`src/rtl/mem_port_arbiter_if.sv`:
```
// Pipeline-side and memory-side signals of the shared memory port arbiter.
// The slave modport is the arbiter view; the master modport is the pipeline/memory view.
interface mem_port_arbiter_if;
    logic        start_i;
    logic        if_req_i;
    logic [31:0] if_addr_i;
    logic [31:0] if_rdata_o;
    logic        if_stall_o;
    logic        d_req_i;
    logic        d_we_i;
    logic [31:0] d_addr_i;
    logic [31:0] d_wdata_i;
    logic [31:0] d_rdata_o;
    logic        d_stall_o;
    logic        mem_req_o;
    logic        mem_we_o;
    logic [31:0] mem_addr_o;
    logic [31:0] mem_wdata_o;
    logic        mem_ack_i;
    logic [31:0] mem_rdata_i;
    logic        err_o;
    logic [15:0] conflict_cnt_o;

    modport slave (
        input  start_i, if_req_i, if_addr_i, d_req_i, d_we_i, d_addr_i, d_wdata_i,
               mem_ack_i, mem_rdata_i,
        output if_rdata_o, if_stall_o, d_rdata_o, d_stall_o, mem_req_o, mem_we_o,
               mem_addr_o, mem_wdata_o, err_o, conflict_cnt_o
    );

    modport master (
        output start_i, if_req_i, if_addr_i, d_req_i, d_we_i, d_addr_i, d_wdata_i,
               mem_ack_i, mem_rdata_i,
        input  if_rdata_o, if_stall_o, d_rdata_o, d_stall_o, mem_req_o, mem_we_o,
               mem_addr_o, mem_wdata_o, err_o, conflict_cnt_o
    );
endinterface

```
`src/rtl/mem_port_arbiter.sv`:
```
// Shares one single-ported memory between instruction fetch and data access.
// Data has priority; fetch is forced through after STARVE_LIMIT data grants.
module mem_port_arbiter #(
    parameter int unsigned STARVE_LIMIT = 4,
    parameter int unsigned TIMEOUT      = 0
) (
    input  logic              clk_i,
    input  logic              rst_i,
    mem_port_arbiter_if.slave bus
);
    localparam int unsigned SW = $clog2(STARVE_LIMIT + 2);
    localparam int unsigned TW = $clog2(TIMEOUT + 2);
    localparam logic [SW-1:0] STARVE_MAX = SW'(STARVE_LIMIT);
    localparam logic [TW-1:0] TIMER_LAST = TW'(TIMEOUT - 1);

    typedef enum logic [1:0] {S_IDLE, S_ACCESS, S_DONE} state_t;
    typedef enum logic [1:0] {OWN_NONE, OWN_IF, OWN_D} owner_t;

    state_t      state_q, state_d;
    owner_t      owner_q, owner_d;
    logic [31:0] if_rdata_q, if_rdata_d;
    logic [31:0] d_rdata_q, d_rdata_d;
    logic [31:0] mem_addr_q, mem_addr_d;
    logic [31:0] mem_wdata_q, mem_wdata_d;
    logic        mem_we_q, mem_we_d;
    logic        err_q, err_d;
    logic [15:0] conflict_q, conflict_d;
    logic [SW-1:0] starve_q, starve_d;
    logic [TW-1:0] timer_q, timer_d;

    logic gnt_valid;
    logic gnt_to_d;
    logic timeout_hit;

    assign timeout_hit = (TIMEOUT != 0) && (timer_q == TIMER_LAST);

    // From DONE only the non-owner may be granted: the owner's request is stale that cycle.
    always_comb begin
        gnt_valid = 1'b0;
        gnt_to_d  = 1'b0;
        if (bus.start_i) begin
            case (state_q)
                S_IDLE: begin
                    if (bus.d_req_i && !(bus.if_req_i && starve_q == STARVE_MAX)) begin
                        gnt_valid = 1'b1;
                        gnt_to_d  = 1'b1;
                    end else if (bus.if_req_i) begin
                        gnt_valid = 1'b1;
                    end
                end
                S_DONE: begin
                    if (owner_q == OWN_D && bus.if_req_i) begin
                        gnt_valid = 1'b1;
                    end else if (owner_q == OWN_IF && bus.d_req_i) begin
                        gnt_valid = 1'b1;
                        gnt_to_d  = 1'b1;
                    end
                end
                default: ;
            endcase
        end
    end

    always_comb begin
        state_d     = state_q;
        owner_d     = owner_q;
        if_rdata_d  = if_rdata_q;
        d_rdata_d   = d_rdata_q;
        mem_addr_d  = mem_addr_q;
        mem_wdata_d = mem_wdata_q;
        mem_we_d    = mem_we_q;
        err_d       = err_q;
        conflict_d  = conflict_q;
        starve_d    = starve_q;
        timer_d     = timer_q;

        case (state_q)
            S_IDLE: begin
                if (gnt_valid) state_d = S_ACCESS;
            end
            S_ACCESS: begin
                if (bus.mem_ack_i) begin
                    state_d = S_DONE;
                    if (owner_q == OWN_IF) if_rdata_d = bus.mem_rdata_i;
                    else if (!mem_we_q)    d_rdata_d  = bus.mem_rdata_i;
                end else if (timeout_hit) begin
                    state_d = S_DONE;
                    err_d   = 1'b1;
                    if (owner_q == OWN_IF) if_rdata_d = '0;
                    else                   d_rdata_d  = '0;
                end else begin
                    timer_d = timer_q + 1'b1;
                end
            end
            S_DONE: begin
                state_d = gnt_valid ? S_ACCESS : S_IDLE;
            end
            default: state_d = S_IDLE;
        endcase

        if (gnt_valid) begin
            owner_d     = gnt_to_d ? OWN_D : OWN_IF;
            mem_addr_d  = gnt_to_d ? bus.d_addr_i : bus.if_addr_i;
            mem_we_d    = gnt_to_d & bus.d_we_i;
            mem_wdata_d = gnt_to_d ? bus.d_wdata_i : '0;
            timer_d     = '0;
        end

        if (!bus.if_req_i || (gnt_valid && !gnt_to_d)) begin
            starve_d = '0;
        end else if (gnt_valid && gnt_to_d && starve_q != STARVE_MAX) begin
            starve_d = starve_q + 1'b1;
        end

        if ((state_q == S_ACCESS || state_q == S_DONE) && owner_q == OWN_D &&
            bus.if_req_i && conflict_q != '1) begin
            conflict_d = conflict_q + 1'b1;
        end
    end

    always_ff @(posedge clk_i) begin
        if (rst_i) begin
            state_q     <= S_IDLE;
            owner_q     <= OWN_NONE;
            if_rdata_q  <= '0;
            d_rdata_q   <= '0;
            mem_addr_q  <= '0;
            mem_wdata_q <= '0;
            mem_we_q    <= 1'b0;
            err_q       <= 1'b0;
            conflict_q  <= '0;
            starve_q    <= '0;
            timer_q     <= '0;
        end else begin
            state_q     <= state_d;
            owner_q     <= owner_d;
            if_rdata_q  <= if_rdata_d;
            d_rdata_q   <= d_rdata_d;
            mem_addr_q  <= mem_addr_d;
            mem_wdata_q <= mem_wdata_d;
            mem_we_q    <= mem_we_d;
            err_q       <= err_d;
            conflict_q  <= conflict_d;
            starve_q    <= starve_d;
            timer_q     <= timer_d;
        end
    end

    assign bus.mem_req_o      = (state_q == S_ACCESS);
    assign bus.mem_we_o       = mem_we_q;
    assign bus.mem_addr_o     = mem_addr_q;
    assign bus.mem_wdata_o    = mem_wdata_q;
    assign bus.if_rdata_o     = if_rdata_q;
    assign bus.d_rdata_o      = d_rdata_q;
    assign bus.err_o          = err_q;
    assign bus.conflict_cnt_o = conflict_q;
    assign bus.if_stall_o     = bus.if_req_i & ~(state_q == S_DONE && owner_q == OWN_IF);
    assign bus.d_stall_o      = bus.d_req_i  & ~(state_q == S_DONE && owner_q == OWN_D);
endmodule

```
`src/flat_wrapper.sv`:
```
// flat-port wrapper written by rule: the top's interface ports become plain ports
module mem_port_arbiter_flat 
#(
    parameter int unsigned STARVE_LIMIT = 4,
    parameter int unsigned TIMEOUT      = 0
)
  (clk_i, rst_i, bus_start_i, bus_if_req_i, bus_if_addr_i, bus_d_req_i, bus_d_we_i, bus_d_addr_i, bus_d_wdata_i, bus_mem_ack_i, bus_mem_rdata_i, bus_if_rdata_o, bus_if_stall_o, bus_d_rdata_o, bus_d_stall_o, bus_mem_req_o, bus_mem_we_o, bus_mem_addr_o, bus_mem_wdata_o, bus_err_o, bus_conflict_cnt_o);
  mem_port_arbiter_if bus_i ();
  input  logic clk_i;
  input  logic rst_i;
  input wire logic [$bits(bus_i.start_i)-1:0] bus_start_i;
  input wire logic [$bits(bus_i.if_req_i)-1:0] bus_if_req_i;
  input wire logic [$bits(bus_i.if_addr_i)-1:0] bus_if_addr_i;
  input wire logic [$bits(bus_i.d_req_i)-1:0] bus_d_req_i;
  input wire logic [$bits(bus_i.d_we_i)-1:0] bus_d_we_i;
  input wire logic [$bits(bus_i.d_addr_i)-1:0] bus_d_addr_i;
  input wire logic [$bits(bus_i.d_wdata_i)-1:0] bus_d_wdata_i;
  input wire logic [$bits(bus_i.mem_ack_i)-1:0] bus_mem_ack_i;
  input wire logic [$bits(bus_i.mem_rdata_i)-1:0] bus_mem_rdata_i;
  output wire logic [$bits(bus_i.if_rdata_o)-1:0] bus_if_rdata_o;
  output wire logic [$bits(bus_i.if_stall_o)-1:0] bus_if_stall_o;
  output wire logic [$bits(bus_i.d_rdata_o)-1:0] bus_d_rdata_o;
  output wire logic [$bits(bus_i.d_stall_o)-1:0] bus_d_stall_o;
  output wire logic [$bits(bus_i.mem_req_o)-1:0] bus_mem_req_o;
  output wire logic [$bits(bus_i.mem_we_o)-1:0] bus_mem_we_o;
  output wire logic [$bits(bus_i.mem_addr_o)-1:0] bus_mem_addr_o;
  output wire logic [$bits(bus_i.mem_wdata_o)-1:0] bus_mem_wdata_o;
  output wire logic [$bits(bus_i.err_o)-1:0] bus_err_o;
  output wire logic [$bits(bus_i.conflict_cnt_o)-1:0] bus_conflict_cnt_o;
  assign bus_i.start_i = bus_start_i;
  assign bus_i.if_req_i = bus_if_req_i;
  assign bus_i.if_addr_i = bus_if_addr_i;
  assign bus_i.d_req_i = bus_d_req_i;
  assign bus_i.d_we_i = bus_d_we_i;
  assign bus_i.d_addr_i = bus_d_addr_i;
  assign bus_i.d_wdata_i = bus_d_wdata_i;
  assign bus_i.mem_ack_i = bus_mem_ack_i;
  assign bus_i.mem_rdata_i = bus_mem_rdata_i;
  assign bus_if_rdata_o = bus_i.if_rdata_o;
  assign bus_if_stall_o = bus_i.if_stall_o;
  assign bus_d_rdata_o = bus_i.d_rdata_o;
  assign bus_d_stall_o = bus_i.d_stall_o;
  assign bus_mem_req_o = bus_i.mem_req_o;
  assign bus_mem_we_o = bus_i.mem_we_o;
  assign bus_mem_addr_o = bus_i.mem_addr_o;
  assign bus_mem_wdata_o = bus_i.mem_wdata_o;
  assign bus_err_o = bus_i.err_o;
  assign bus_conflict_cnt_o = bus_i.conflict_cnt_o;
  mem_port_arbiter #(.STARVE_LIMIT(STARVE_LIMIT), .TIMEOUT(TIMEOUT)) u_core (.clk_i(clk_i), .rst_i(rst_i), .bus(bus_i));
endmodule
```
`config.mk`:
```
export PLATFORM = sky130hd
export DESIGN_NAME = mem_port_arbiter_flat
export DESIGN_NICKNAME = d
export VERILOG_FILES = /design/src/rtl/mem_port_arbiter_if.sv /design/src/rtl/mem_port_arbiter.sv /design/src/flat_wrapper.sv
export SDC_FILE = /design/constraint.sdc
export NUM_CORES = 1
export LEC_CHECK = 0
export ABC_AREA = 1
export CORE_MARGIN = 2
export CORE_UTILIZATION = 42
export DETAILED_ROUTE_END_ITERATION = 10
export GPL_ROUTABILITY_DRIVEN = 0
export PLACE_DENSITY = 0.81
export SLEW_MARGIN = 20
export SYNTH_ARGS = -nofsm -noshare
export SYNTH_HDL_FRONTEND = slang
export SYNTH_SLANG_ARGS = --single-unit
```
`constraint.sdc`:
```
create_clock -name clk_i -period 1.9 [get_ports clk_i]
set_input_delay 0.19 -clock clk_i [delete_from_list [all_inputs] [get_ports clk_i]]
set_output_delay 0.19 -clock clk_i [all_outputs]
set_load 0.005 [all_outputs]
```
==> impl_results.rst <==
.. list-table::
   :header-rows: 1

   * - Metric
     - Value
   * - Result of the run
     - complete, no violations
   * - Layout Nets
     - 1296
   * - Largest clock skew in the final design
     - 9.26 ps
   * - Arr. time, crit path
     - 1620 ps
   * - Final ANT Viol Nets
     - 0
   * - Share of power burned in the clock network
     - 0.363
   * - Root Buffer
     - clkbuf_16
   * - Min-delay worst type
     - in -> reg
   * - Sequential cell area
     - 3050 um2
   * - Count of hold-fix buffers inserted at cts
     - 0
   * - Pre-CTS setup slack
     - 53.2 ps
   * - R2R setup slack
     - 180 ps
   * - # clock sinks
     - 152
   * - 1st-pass router iterations
     - 5
   * - Switching power total
     - 0.00267 W
   * - Final critical path time including I/O delays and setup
     - 1810 ps
   * - Critical path peak fanout
     - 3
   * - Maximum number of pins on one net before global-route repair
     - 89
   * - Final hold slack
     - 177 ps
   * - Detailed-route DRC error count
     - 0
   * - Worst ir drop on vdd
     - 0.000718 V
   * - Count of warnings emitted by yosys
     - 0
   * - Part of the Yosys area used for sequential elements
     - 0.484
   * - Startpoint kind of the worst setup timing path
     - flop
   * - Final setup violation count
     - 0
   * - Post-synthesis cell count
     - 884
   * - Crit path buf inv count
     - 4
   * - Maximum level of the CTS H-tree
     - 4
   * - Clock-pin slew of the registers on the worst-case setup and hold paths
     - 60 ps
   * - Vias in the first global route
     - 6481
   * - Area of the core region
     - 14600 um2
   * - Fmax achieved
     - 552 MHz
   * - # IOs
     - 284
   * - First DRT Iteration DRCs
     - 372
   * - Fraction of power spent switching nets
     - 0.278
   * - Die height
     - 126 um
   * - Initial Utilization
     - 0.431
   * - Total nets after synthesis
     - 1026
   * - Class of the most critical setup path
     - reg -> out
   * - Share of post-route cells with drive strength above 1
     - 0.0713
   * - All-layer global routing usage
     - 0.253
   * - Termination of the worst setup path
     - bus_d_stall_o
   * - Largest stage delay, worst path
     - 320 ps
   * - Internal power contribution
     - 0.00695 W
   * - Diodes inserted
     - 0
   * - Detailed-placement wirelength estimate
     - 14.1 mm
   * - Cell seen most often among critical-path stages
     - inv_2
   * - Number of filler cells placed in the layout
     - 1194
   * - Number of clock buffers inserted by TritonCTS
     - 17
   * - Power per unit of standard cell area
     - 963 nW/um2
   * - Mapped cell area
     - 6280 um2
   * - Startpoint of the worst setup timing path
     - u_core.state_q[0]
   * - Share of power burned in registers
     - 0.382
   * - CTS max path bufs
     - 2
   * - Total count of hold-check failures in the final report
     - 0
   * - First-pass GRT wire length
     - 32.5 mm
   * - Number of placement rows
     - 44
   * - Area of the multi-input gates
     - 2890 um2
   * - Setup TNS after final layout
     - 0 ps
   * - Leakage
     - 3.88 nW
   * - Total count of max-transition violations in the final report
     - 0
   * - Comb power frac
     - 0.255
   * - Total congestion overflow
     - 0
   * - Total stage count of the critical path
     - 6
   * - Number of max-cap violations
     - 0
   * - Endpoint of the worst register-to-register path
     - u_core.starve_q[1]
   * - Register-to-Register Path Depth
     - 12
   * - Cell type group with the largest total delay on the critical path
     - buffers and inverters
   * - Number of antenna violations at the first check in global routing
     - 0
   * - Worst-case setup margin in the final layout
     - 87.6 ps
   * - Endpoint class of the critical path
     - output pin
   * - Chain of cells forming the critical path
     - inv_2 -> ha_2 -> inv_2 -> o31ai_2 -> inv_1 -> dlygate4sd2_1
   * - Vias per inst
     - 4.93
   * - Routed length per placed instance
     - 15.3 um
   * - Total Die Area
     - 16000 um2
   * - Critical Path RT
     - 1710 ps
   * - Buffers added on ports
     - 282
   * - Wire length after detailed routing
     - 20.6 mm
   * - Slowest cell on crit path
     - dfxtp_2
   * - Number of distinct library cell variants in the gate-level netlist after synthesis
     - 27
   * - Fraction of the cycle the final worst path needs
     - 0.954
   * - Via count of the routed design
     - 6652
   * - TritonCTS clock tree
     - yes
   * - Post-Synthesis Mean Instance Area
     - 7.11 um2
   * - RSZ-0062 raised after global routing
     - false
   * - Critical register-to-register path startpoint
     - u_core.state_q[0]
   * - Register bit total from synthesis
     - 152
   * - P&R area growth vs syn
     - 59.0%
   * - Worst skew pair latency
     - 420 ps
   * - Die Width
     - 126 um
==> cells in the mapped netlist <==
master    number  area, um2
a211oi_2       1       12.5
nor3_1         3       15.0
o21bai_4       1       18.8
inv_2          5       18.8
nand4_1        5       31.3
clkbuf_1      27        101
conb_1         1       3.75
buf_4          3       22.5
clkinv_1       1       3.75
o31ai_1        1       7.51
nor3_2         2       20.0
nor2_4         1       11.3
o21ai_1        4       20.0
inv_1         25       93.8
xnor2_1        2       17.5
a21oi_1      117        586
buf_2         22        110
nand2_2        4       25.0
ha_1           7       87.6
nor2_1        79        297
nand3_1       43        215
nand2_1      333       1250
o21ai_0       32        160
dfxtp_1      152       3040
xor2_1         9       78.8
buf_6          2       22.5
nor2_2         2       12.5
==> registers in the layout, indices dropped and copies added (netlist names) <==
| name | count |
|---|---|
| u_core.bus.conflict_cnt_o | 16 |
| u_core.bus.d_rdata_o | 32 |
| u_core.bus.if_rdata_o | 32 |
| u_core.bus.mem_addr_o | 32 |
| u_core.bus.mem_wdata_o | 32 |
| u_core.bus.mem_we_o | 1 |
| u_core.owner_q | 2 |
| u_core.starve_q | 3 |
| u_core.state_q | 2 |
==> metrics by stage <==
| stage | utilization | area (um2) | cells | total power (W) |
|---|---|---|---|---|
| after floorplan | - | 6280 | 884 | 0.00482 |
| after global placement | 0.638 | 9310 | 1316 | 0.00608 |
| after detailed placement | 0.638 | 9310 | 1316 | 0.00612 |
| after CTS | 0.682 | 9950 | 1347 | 0.00966 |
| after global routing | 0.685 | 9990 | 1348 | 0.0101 |
| final | 0.685 | 9990 | 1348 | 0.00962 |
==> per-layer routing <==
metal	routed length, um	vias up	GRT usage	part of all wire
met4	510	0	0.0802	0.025
met1	8160	3008	0.301	0.40
met5	0	-	0	0
met2	9990	255	0.427	0.49
met3	1900	39	0.0903	0.093
li1	-	3350	-	-
==> layout make-up <==
| cell class | instances | share of cell area |
|---|---|---|
| clock inverter | 7 | 0.0118 |
| multi-input combinational | 647 | 0.290 |
| timing repair buffer | 305 | 0.310 |
| inverter | 31 | 0.0116 |
| clock buffer | 22 | 0.0495 |
| sequential | 152 | 0.305 |
| tap | 184 | 0.0230 |
==> worst reg2reg max path, cell delays in order (launching register included) <==
cell	delay, ps
dfxtp_2	320
inv_2	60
ha_2	190
buf_4	120
nand4_1	120
nand2_1	90
nand2_2	80
inv_2	130
buf_12	180
nand2_2	90
inv_2	70
nand2_1	40
a21oi_1	150
==> power groups by stage <==
stage | clock (W) | sequential [W] | combinational [W]
4_1_cts | 0.00355 | 0.00367 | 0.00244
6_report | 0.00350 | 0.00367 | 0.00245
3_3_place_gp | 0 | 0.00372 | 0.00237
2_1_floorplan | 0 | 0.00374 | 0.00107
5_1_grt | 0.00370 | 0.00371 | 0.00270
3_5_place_dp | 0 | 0.00373 | 0.00239
==> cells in the final DEF, fill, tap and decap left out, types with 2 or more instances in the layout <==
master	synthesis	routed
nand2_2	4	5
buf_4	3	16
nor3_1	3	3
xnor2_1	2	2
clkdlybuf4s50_1	0	278
nand4_1	5	5
dlymetal6s2s_1	0	2
nor2_1	79	77
o21ai_1	4	4
nand2_1	333	332
clkbuf_8	0	5
o21ai_0	32	31
ha_1	7	6
dfxtp_2	0	4
nand3_1	43	43
nor2_4	1	2
bufinv_16	0	3
clkbuf_16	0	18
nor3_2	2	2
a21oi_1	117	117
inv_2	5	9
nor2_2	2	3
clkinvlp_4	0	3
dfxtp_1	152	148
buf_12	0	6
inv_1	25	21
xor2_1	9	9
==> worst min-delay path by stage <==
stage | from | endpoint | slack (ps) | cells after the start
final | rst_i | u_core.bus.conflict_cnt_o[11] | 180 | 2
after global routing | rst_i | u_core.bus.conflict_cnt_o[2] | 180 | 2
after CTS | rst_i | u_core.bus.conflict_cnt_o[11] | 170 | 2
after detailed placement | u_core.bus.d_rdata_o[1] | u_core.bus.d_rdata_o[1] | 450 | 2
after global placement | u_core.bus.d_rdata_o[30] | u_core.bus.d_rdata_o[30] | 450 | 2
after floorplan | bus_mem_rdata_i[0] | u_core.bus.if_rdata_o[0] | 320 | 2
==> cell families (layout without fill, tap and decap cells) <==
| logic type | count (synthesis) | after routing | synth area share |
|---|---|---|---|
| buffers and inverters | 85 | 365 | 0.0593 |
| flip-flops | 152 | 152 | 0.484 |
| AND/OR/NAND/NOR | 472 | 472 | 0.299 |
| AO/OA/AOI/OAI | 156 | 156 | 0.128 |
| XOR/XNOR | 11 | 11 | 0.0153 |
| other | 1 | 1 | 0.000597 |
| adder cells (fa/ha/maj) | 7 | 7 | 0.0139 |
==> repair_timing <==
action / in CTS / in global routing
cloned: 0 / 1
setup endpoints to repair: 2 / 5
gates resized for setup: 13 / 6
pin swaps: 1 / 0
buffers inserted: 2 / 0
Power figures use the tool's default switching activity.
